### config.mk
export PLATFORM = sky130hd
export DESIGN_NAME = tempsens_ctrl
export DESIGN_NICKNAME = d
export VERILOG_FILES = /design/src/rtl/tempsens_pkg.sv /design/src/rtl/tempsens_edge_sync.sv /design/src/rtl/tempsens_ctrl.sv
export SDC_FILE = /design/constraint.sdc
export NUM_CORES = 1
export LEC_CHECK = 0
export ABC_AREA = 1
export BUFFER_PORTS_ARGS = -buffer_cell sky130_fd_sc_hd__buf_2
export CORE_MARGIN = 3
export CORE_UTILIZATION = 30
export CTS_BUF_LIST = sky130_fd_sc_hd__clkbuf_8 sky130_fd_sc_hd__clkbuf_16
export DETAILED_ROUTE_END_ITERATION = 16
export PLACE_DENSITY = 0.47
export SYNTH_ARGS = -nofsm -noshare
export SYNTH_HDL_FRONTEND = slang
export SYNTH_SLANG_ARGS = --single-unit
### constraint.sdc
create_clock -name clk_i -period 2.6 [get_ports clk_i]
set_input_delay 0.26 -clock clk_i [delete_from_list [all_inputs] [get_ports clk_i]]
set_output_delay 0.26 -clock clk_i [all_outputs]
set_load 0.05 [all_outputs]
### src/rtl/tempsens_pkg.sv
// Shared definitions for the temperature sensor controller: register map,
// FSM state encoding, reset values and STATUS/CTRL bit positions.
package tempsens_pkg;

    localparam logic [11:0] ADDR_CTRL   = 12'h000;
    localparam logic [11:0] ADDR_WINDOW = 12'h004;
    localparam logic [11:0] ADDR_ENABLE = 12'h00C;
    localparam logic [11:0] ADDR_RESULT = 12'h010;
    localparam logic [11:0] ADDR_STATUS = 12'h014;

    localparam int WINDOW_RST = 1000;

    localparam int CTRL_IRQ_EN = 0;
    localparam int CTRL_START  = 1;
    localparam int CTRL_ABORT  = 2;

    localparam int STAT_DONE = 0;
    localparam int STAT_BUSY = 1;
    localparam int STAT_OVF  = 2;

    typedef enum logic [1:0] {
        ST_IDLE   = 2'd0,
        ST_SETTLE = 2'd1,
        ST_GATE   = 2'd2,
        ST_DONE   = 2'd3
    } state_e;

endpackage

### src/rtl/tempsens_edge_sync.sv
// Brings the free-running sensor oscillator into clk_i: 2-FF synchronizer plus
// rising-edge pulse; a pin edge shows up as a one-cycle pulse two edges later.
module tempsens_edge_sync (
    input  logic clk_i,
    input  logic rst_ni,
    input  logic async_i,
    output logic rise_o
);

    logic [2:0] r_sync;

    always_ff @(posedge clk_i or negedge rst_ni) begin
        if (!rst_ni) begin
            r_sync <= '0;
        end else begin
            r_sync <= {r_sync[1:0], async_i};
        end
    end

    assign rise_o = r_sync[1] & ~r_sync[2];

endmodule

### src/rtl/tempsens_ctrl.sv
// Temperature sensor controller: register block, enable/settle/gate sequencer, osc edge counter.
// Build option TEMPSENS_AVG_EN: four gate windows per start, RESULT = accumulated sum >> 2.
module tempsens_ctrl
    import tempsens_pkg::*;
#(
    parameter int CntW      = 20,
    parameter int WinW      = 16,
    parameter int SettleCyc = 16
) (
    input  logic        clk_i,
    input  logic        rst_ni,
    input  logic        re_i,
    input  logic        we_i,
    input  logic [11:0] addr_i,
    input  logic [31:0] wdata_i,
    input  logic [3:0]  be_i,
    output logic [31:0] rdata_o,
    output logic        error_o,
    output logic        sens_en_o,
    output logic        sens_sel_o,
    input  logic        sens_osc_i,
    output logic        done_irq_o
);

    localparam int SetW = $clog2(SettleCyc + 1);
    localparam int TmrW = (WinW > SetW) ? WinW : SetW;
    localparam int AccW = CntW + 2;

    state_e          r_state, w_state_nxt;
    logic [TmrW-1:0] r_tmr;
    logic [CntW-1:0] r_cnt, w_cnt_nxt, r_result, w_result_nxt;
    logic [WinW-1:0] r_window, w_window_wr;
    logic [31:0]     w_win_merge;
    logic            r_irq_en, r_enable, r_sel, r_done, r_ovf;
    logic            w_hit, w_wr, w_rd, w_wr_ctrl, w_wr_stat, w_busy, w_edge;
    logic            w_start, w_abort, w_done_go, w_settle_end, w_win_end;
    logic            w_gate_end, w_gate_inc, w_sat, w_last_win, w_unused;

    tempsens_edge_sync u_edge_sync (
        .clk_i   (clk_i),
        .rst_ni  (rst_ni),
        .async_i (sens_osc_i),
        .rise_o  (w_edge)
    );

    assign w_hit     = (addr_i == ADDR_CTRL)   || (addr_i == ADDR_WINDOW) ||
                       (addr_i == ADDR_ENABLE) || (addr_i == ADDR_RESULT) ||
                       (addr_i == ADDR_STATUS);
    assign error_o   = (re_i & we_i) | ((re_i | we_i) & ~w_hit);
    assign w_wr      = we_i & ~re_i & w_hit;
    assign w_rd      = re_i & ~we_i & w_hit;
    assign w_wr_ctrl = w_wr && (addr_i == ADDR_CTRL) && be_i[0];
    assign w_wr_stat = w_wr && (addr_i == ADDR_STATUS) && be_i[0];

    assign w_busy    = (r_state != ST_IDLE);
    assign w_start   = w_wr_ctrl & wdata_i[CTRL_START] & ~w_busy;
    assign w_abort   = w_wr_ctrl & wdata_i[CTRL_ABORT] & w_busy;
    assign w_done_go = (r_state == ST_DONE) & ~w_abort;

    assign w_settle_end = (r_tmr == TmrW'(SettleCyc - 1));
    assign w_win_end    = (r_tmr == TmrW'(r_window) - TmrW'(1));
    assign w_gate_end   = (r_state == ST_GATE) & w_win_end;
    assign w_gate_inc   = (r_state == ST_GATE) & w_edge;
    assign w_sat        = &r_cnt;
    assign w_cnt_nxt    = (w_gate_inc & ~w_sat) ? r_cnt + CntW'(1) : r_cnt;

    assign sens_en_o  = w_busy | r_enable;
    assign sens_sel_o = r_sel;
    assign done_irq_o = r_done & r_irq_en;

    // Byte-merge into the current WINDOW; a zero length would never close the gate.
    always_comb begin
        w_win_merge = 32'(r_window);
        for (int b = 0; b < 4; b++) begin
            if (be_i[b]) w_win_merge[8*b +: 8] = wdata_i[8*b +: 8];
        end
        w_window_wr = w_win_merge[WinW-1:0];
        if (w_window_wr == '0) w_window_wr = WinW'(1);
    end
    assign w_unused = ^w_win_merge[31:WinW];

    always_comb begin
        w_state_nxt = r_state;
        unique case (r_state)
            ST_IDLE:   if (w_start) w_state_nxt = ST_SETTLE;
            ST_SETTLE: if (w_settle_end) w_state_nxt = ST_GATE;
            ST_GATE:   if (w_win_end && w_last_win) w_state_nxt = ST_DONE;
            ST_DONE:   w_state_nxt = ST_IDLE;
            default:   w_state_nxt = ST_IDLE;
        endcase
        if (w_abort) w_state_nxt = ST_IDLE;
    end

    always_ff @(posedge clk_i or negedge rst_ni) begin
        if (!rst_ni) begin
            r_state <= ST_IDLE;
            r_tmr   <= '0;
            r_cnt   <= '0;
        end else begin
            r_state <= w_state_nxt;
            if (w_state_nxt != r_state || w_gate_end) r_tmr <= '0;
            else if (w_busy)                          r_tmr <= r_tmr + TmrW'(1);
            if (w_start || (w_gate_end && !w_last_win)) r_cnt <= '0;
            else                                        r_cnt <= w_cnt_nxt;
        end
    end

`ifdef TEMPSENS_AVG_EN
    logic [1:0]      r_win_idx;
    logic [AccW-1:0] r_acc;
    logic            w_avg_unused;

    always_ff @(posedge clk_i or negedge rst_ni) begin
        if (!rst_ni) begin
            r_win_idx <= '0;
            r_acc     <= '0;
        end else if (w_start) begin
            r_win_idx <= '0;
            r_acc     <= '0;
        end else if (w_gate_end) begin
            r_win_idx <= r_win_idx + 2'd1;
            r_acc     <= r_acc + AccW'(w_cnt_nxt);
        end
    end

    assign w_last_win   = (r_win_idx == 2'd3);
    assign w_result_nxt = r_acc[AccW-1:2];
    assign w_avg_unused = ^r_acc[1:0];
`else
    assign w_last_win   = 1'b1;
    assign w_result_nxt = r_cnt;
`endif

    // Hardware set beats a software clear landing in the same cycle.
    always_ff @(posedge clk_i or negedge rst_ni) begin
        if (!rst_ni) begin
            r_done   <= 1'b0;
            r_ovf    <= 1'b0;
            r_result <= '0;
        end else begin
            if (w_start)                             r_done <= 1'b0;
            else if (w_done_go)                      r_done <= 1'b1;
            else if (w_wr_stat && wdata_i[STAT_DONE]) r_done <= 1'b0;

            if (w_start)                             r_ovf <= 1'b0;
            else if (w_gate_inc && w_sat)            r_ovf <= 1'b1;
            else if (w_wr_stat && wdata_i[STAT_OVF])  r_ovf <= 1'b0;

            if (w_start)        r_result <= '0;
            else if (w_done_go) r_result <= w_result_nxt;
        end
    end

    always_ff @(posedge clk_i or negedge rst_ni) begin
        if (!rst_ni) begin
            r_irq_en <= 1'b0;
            r_window <= WinW'(WINDOW_RST);
            r_enable <= 1'b0;
            r_sel    <= 1'b0;
        end else if (w_wr) begin
            if (w_wr_ctrl)                                 r_irq_en <= wdata_i[CTRL_IRQ_EN];
            if (addr_i == ADDR_WINDOW)                     r_window <= w_window_wr;
            if (addr_i == ADDR_ENABLE && be_i[0])          r_enable <= wdata_i[0];
            if (addr_i == ADDR_RESULT && be_i[0] && !w_busy) r_sel  <= wdata_i[0];
        end
    end

    always_comb begin
        rdata_o = '0;
        if (w_rd) begin
            case (addr_i)
                ADDR_CTRL:   rdata_o = {31'd0, r_irq_en};
                ADDR_WINDOW: rdata_o = 32'(r_window);
                ADDR_ENABLE: rdata_o = {31'd0, r_enable};
                ADDR_RESULT: rdata_o = 32'(r_result);
                ADDR_STATUS: rdata_o = {29'd0, r_ovf, w_busy, r_done};
                default:     rdata_o = '0;
            endcase
        end
    end

endmodule

==> results.cfg <==
[logic_synthesis]
seq_area_frac_synth_pct = 39.9
synth_top_area_cell = dfrtp_1
synth_edf_count = 0
yosysTopAreaCellShare_pct = 36.8
syn_area_um2 = 5160
synth.most_common_cell = nand2_1
yosys_warnings = 0
yosys_most_used_dff = dfrtp_1
syn_inst = 685
syn_area_per_cell_um2 = 7.53
ys_types = 46
ys_top_cells_by_area = dfrtp_1 (37%), nand2_1 (11%), inv_1 (5.8%), nand3_1 (5.4%), nor2_1 (4.9%)
ys_top_cells_by_count = nand2_1 (145), inv_1 (80), dfrtp_1 (76)
synth-async-reset-ratio_pct = 100
ys_seq_elements = 82

[worst_setup_path]
worstPathRequired_ns = 2.84
cp.arrival_ns = 2.61
criticalPathCategory = register to register
rrSetupSlack_ns = 0.23
critPathMaxFanout = 16
endpoint_kind = register
cp-start-kind = register

[clocking]
insertion_delay_ns = 0.35
post_cts_buffers = 0
cts_sinks = 82
cts_hold_buffers = 1
cts_buffer_depth = 2
ctsResizeCount = 0
h-tree-depth = 3
cts_tree = done
cts_root_buf = clkbuf_16
numCtsBuffers = 9
path_clk_slew_ns = 0.06

[worst_hold_path]
hp-class = input pin to register

[timing]
setup_tns_ns = 0
relSlewSlack_pct = 63.6
hold_slack_ns = 0.0214
worst_pin_slew_ns = 0.546
fmax_mhz = 422
finalSetupViolCount = 0
post-route-period-util_pct = 91.2
post-route-min-period_ns = 2.37
slew_viol_final = 0
rsz0062_at_grt = no
finalHoldViolCount = 0
finClkSkew_ns = 0.00445

[detailed_routing]
routed_wl_mm = 14.6
firstDrtPassIters = 5
via_per_inst = 4.85
wl_per_cell_um = 15.0
num_vias = 4726
ant_nets = 0
drc = 0
drt_iter0_markers = 231

[power_and_ir_drop]
leakage_nw = 2.87
total_power_mw = 3.43
power.density_nw_per_um2 = 566
vdd.ir_drop.worst_mv = 0.443

[place]
dp.cells = 959
hpwl_mm = 11.4
portBuffers = 58
gp_congestion = 0.851

[run]
drv_cap = 0

[floorplan]
core_um2 = 16700
die_x_um = 137
io_pins = 89
die_height_um = 137
num_rows = 47
initial_core_util_pct = 30.9
fp.dieArea_um2 = 18800

[global_routing]
grt_pass1_wl_mm = 23.8
antenna_found_initial = 0
grt_overflow = 0
grt_max_degree = 45
grt_use_total_pct = 16.4
grt_pass1_vias = 4577

[layout]
antennaDiodeCount = 0
drive_above_1_share_pct = 17.7
nNetsFinal = 807
syn_to_final_growth_pct = 17.2
final_cells = 975
fillers = 1776

[status]
outcome = finished clean
## cell type report
| type | instances | area [um2] | share of cell area [%] |
|---|---|---|---|
| Multi-Input combinational cell | 502 | 2650 | 43.8 |
| Sequential cell | 82 | 2060 | 34.0 |
| Timing Repair Buffer | 71 | 430 | 7.11 |
| Inverter | 85 | 319 | 5.27 |
| Tap cell | 220 | 275 | 4.55 |
| Clock buffer | 9 | 225 | 3.72 |
| Clock inverter | 6 | 91.3 | 1.51 |
## metrics by stage
step | cell area, um2 | util (%) | setup WS, ns
6_report | 6050 | 36.2 | 0.229
5_1_grt | 6050 | 36.2 | 0.0139
4_1_cts | 6050 | 36.2 | 0.210
3_5_place_dp | 5720 | 34.3 | 0.239
3_3_place_gp | 5720 | 34.3 | 0.245
2_1_floorplan | 5200 | - | -0.00530
## sequential cells by signal, indices dropped and copies added (netlist names)
signal,cells
r_window,16
u_edge_sync.r_sync,3
r_done,1
r_tmr,16
r_enable,1
r_irq_en,1
r_state,2
r_ovf,1
r_cnt,20
sens_sel_o,1
r_result,20
## worst max-delay path, stage by stage, from the launching register on
cell and delay (ns):
dfrtp_1 0.44, inv_1 0.09, ha_1 0.28, or2_2 0.31
nand3_1 0.07, nand2_1 0.05, nor2_1 0.14, nand4_1 0.12
nor2_2 0.11, nand2_1 0.10, nand3_2 0.09, nand3_1 0.12
nand3_4 0.11, buf_12 0.18, nor2_1 0.06
## logic make-up after synthesis
family                     count (synthesis)  synth area share (%)
and+or+nand+nor                          354                  33.2
buffers and inverters                    112                  9.58
AOI/OAI and AO/OA                         93                  9.48
DFF                                       82                  39.9
xor gates and xnor gates                  32                  5.43
muxes                                      8                  1.58
adders and majority gates                  3                 0.727
other                                      1                0.0727
## worst paths after layout
path / depth (start not counted) / to / start
worst max-delay path: 14 / r_tmr[2]$_DFFE_PN0P_ / r_window[0]$_DFFE_PN0P_
worst min-delay path: 1 / u_edge_sync.r_sync[0]$_DFF_PN0_ / sens_osc_i
worst max register to register: 14 / r_tmr[2]$_DFFE_PN0P_ / r_window[0]$_DFFE_PN0P_
worst min register to register: 0 / u_edge_sync.r_sync[1]$_DFF_PN0_ / u_edge_sync.r_sync[0]$_DFF_PN0_
max in group asynchronous: 3 / u_edge_sync.r_sync[0]$_DFF_PN0_ / rst_ni
min in group asynchronous: 2 / r_window[1]$_DFFE_PN0P_ / rst_ni
## layer usage
layer / routed length (um) / up-vias / GRT usage (%)
li1: - / 2347 / -
met1: 6410 / 2241 / 20.5
met2: 7370 / 116 / 28.4
met3: 618 / 22 / 3.35
met4: 229 / 0 / 4.93
met5: 0 / - / 0
## power by group
group          internal [mW]  switching [mW]
sequential              1.37          0.0644
clock                  0.841           0.539
combinational          0.197           0.410
## layout by cell type (no fill, tap or decap), types with 2 or more instances in the layout
cell type  instances
nand3_2            2
nor2_4            10
nor2_2             9
nand2_2            7
nand3_1           56
a31oi_1            3
buf_12             3
conb_1            12
mux2i_1            7
clkinv_4           2
o21ai_0           48
nand4_1           20
o21ai_1            5
bufinv_16          2
nand2_1          145
nor3b_1            2
dfstp_2            6
buf_2             57
xor2_1            28
nand3b_1           4
inv_2              5
nor3_1            16
inv_1             80
ha_1               3
xnor2_1            4
clkbuf_16          9
a21oi_1           25
buf_4             10
dfrtp_1           76
o22ai_1            9
nor4_1             5
nor2_1            68
Power figures use the tool's default switching activity.
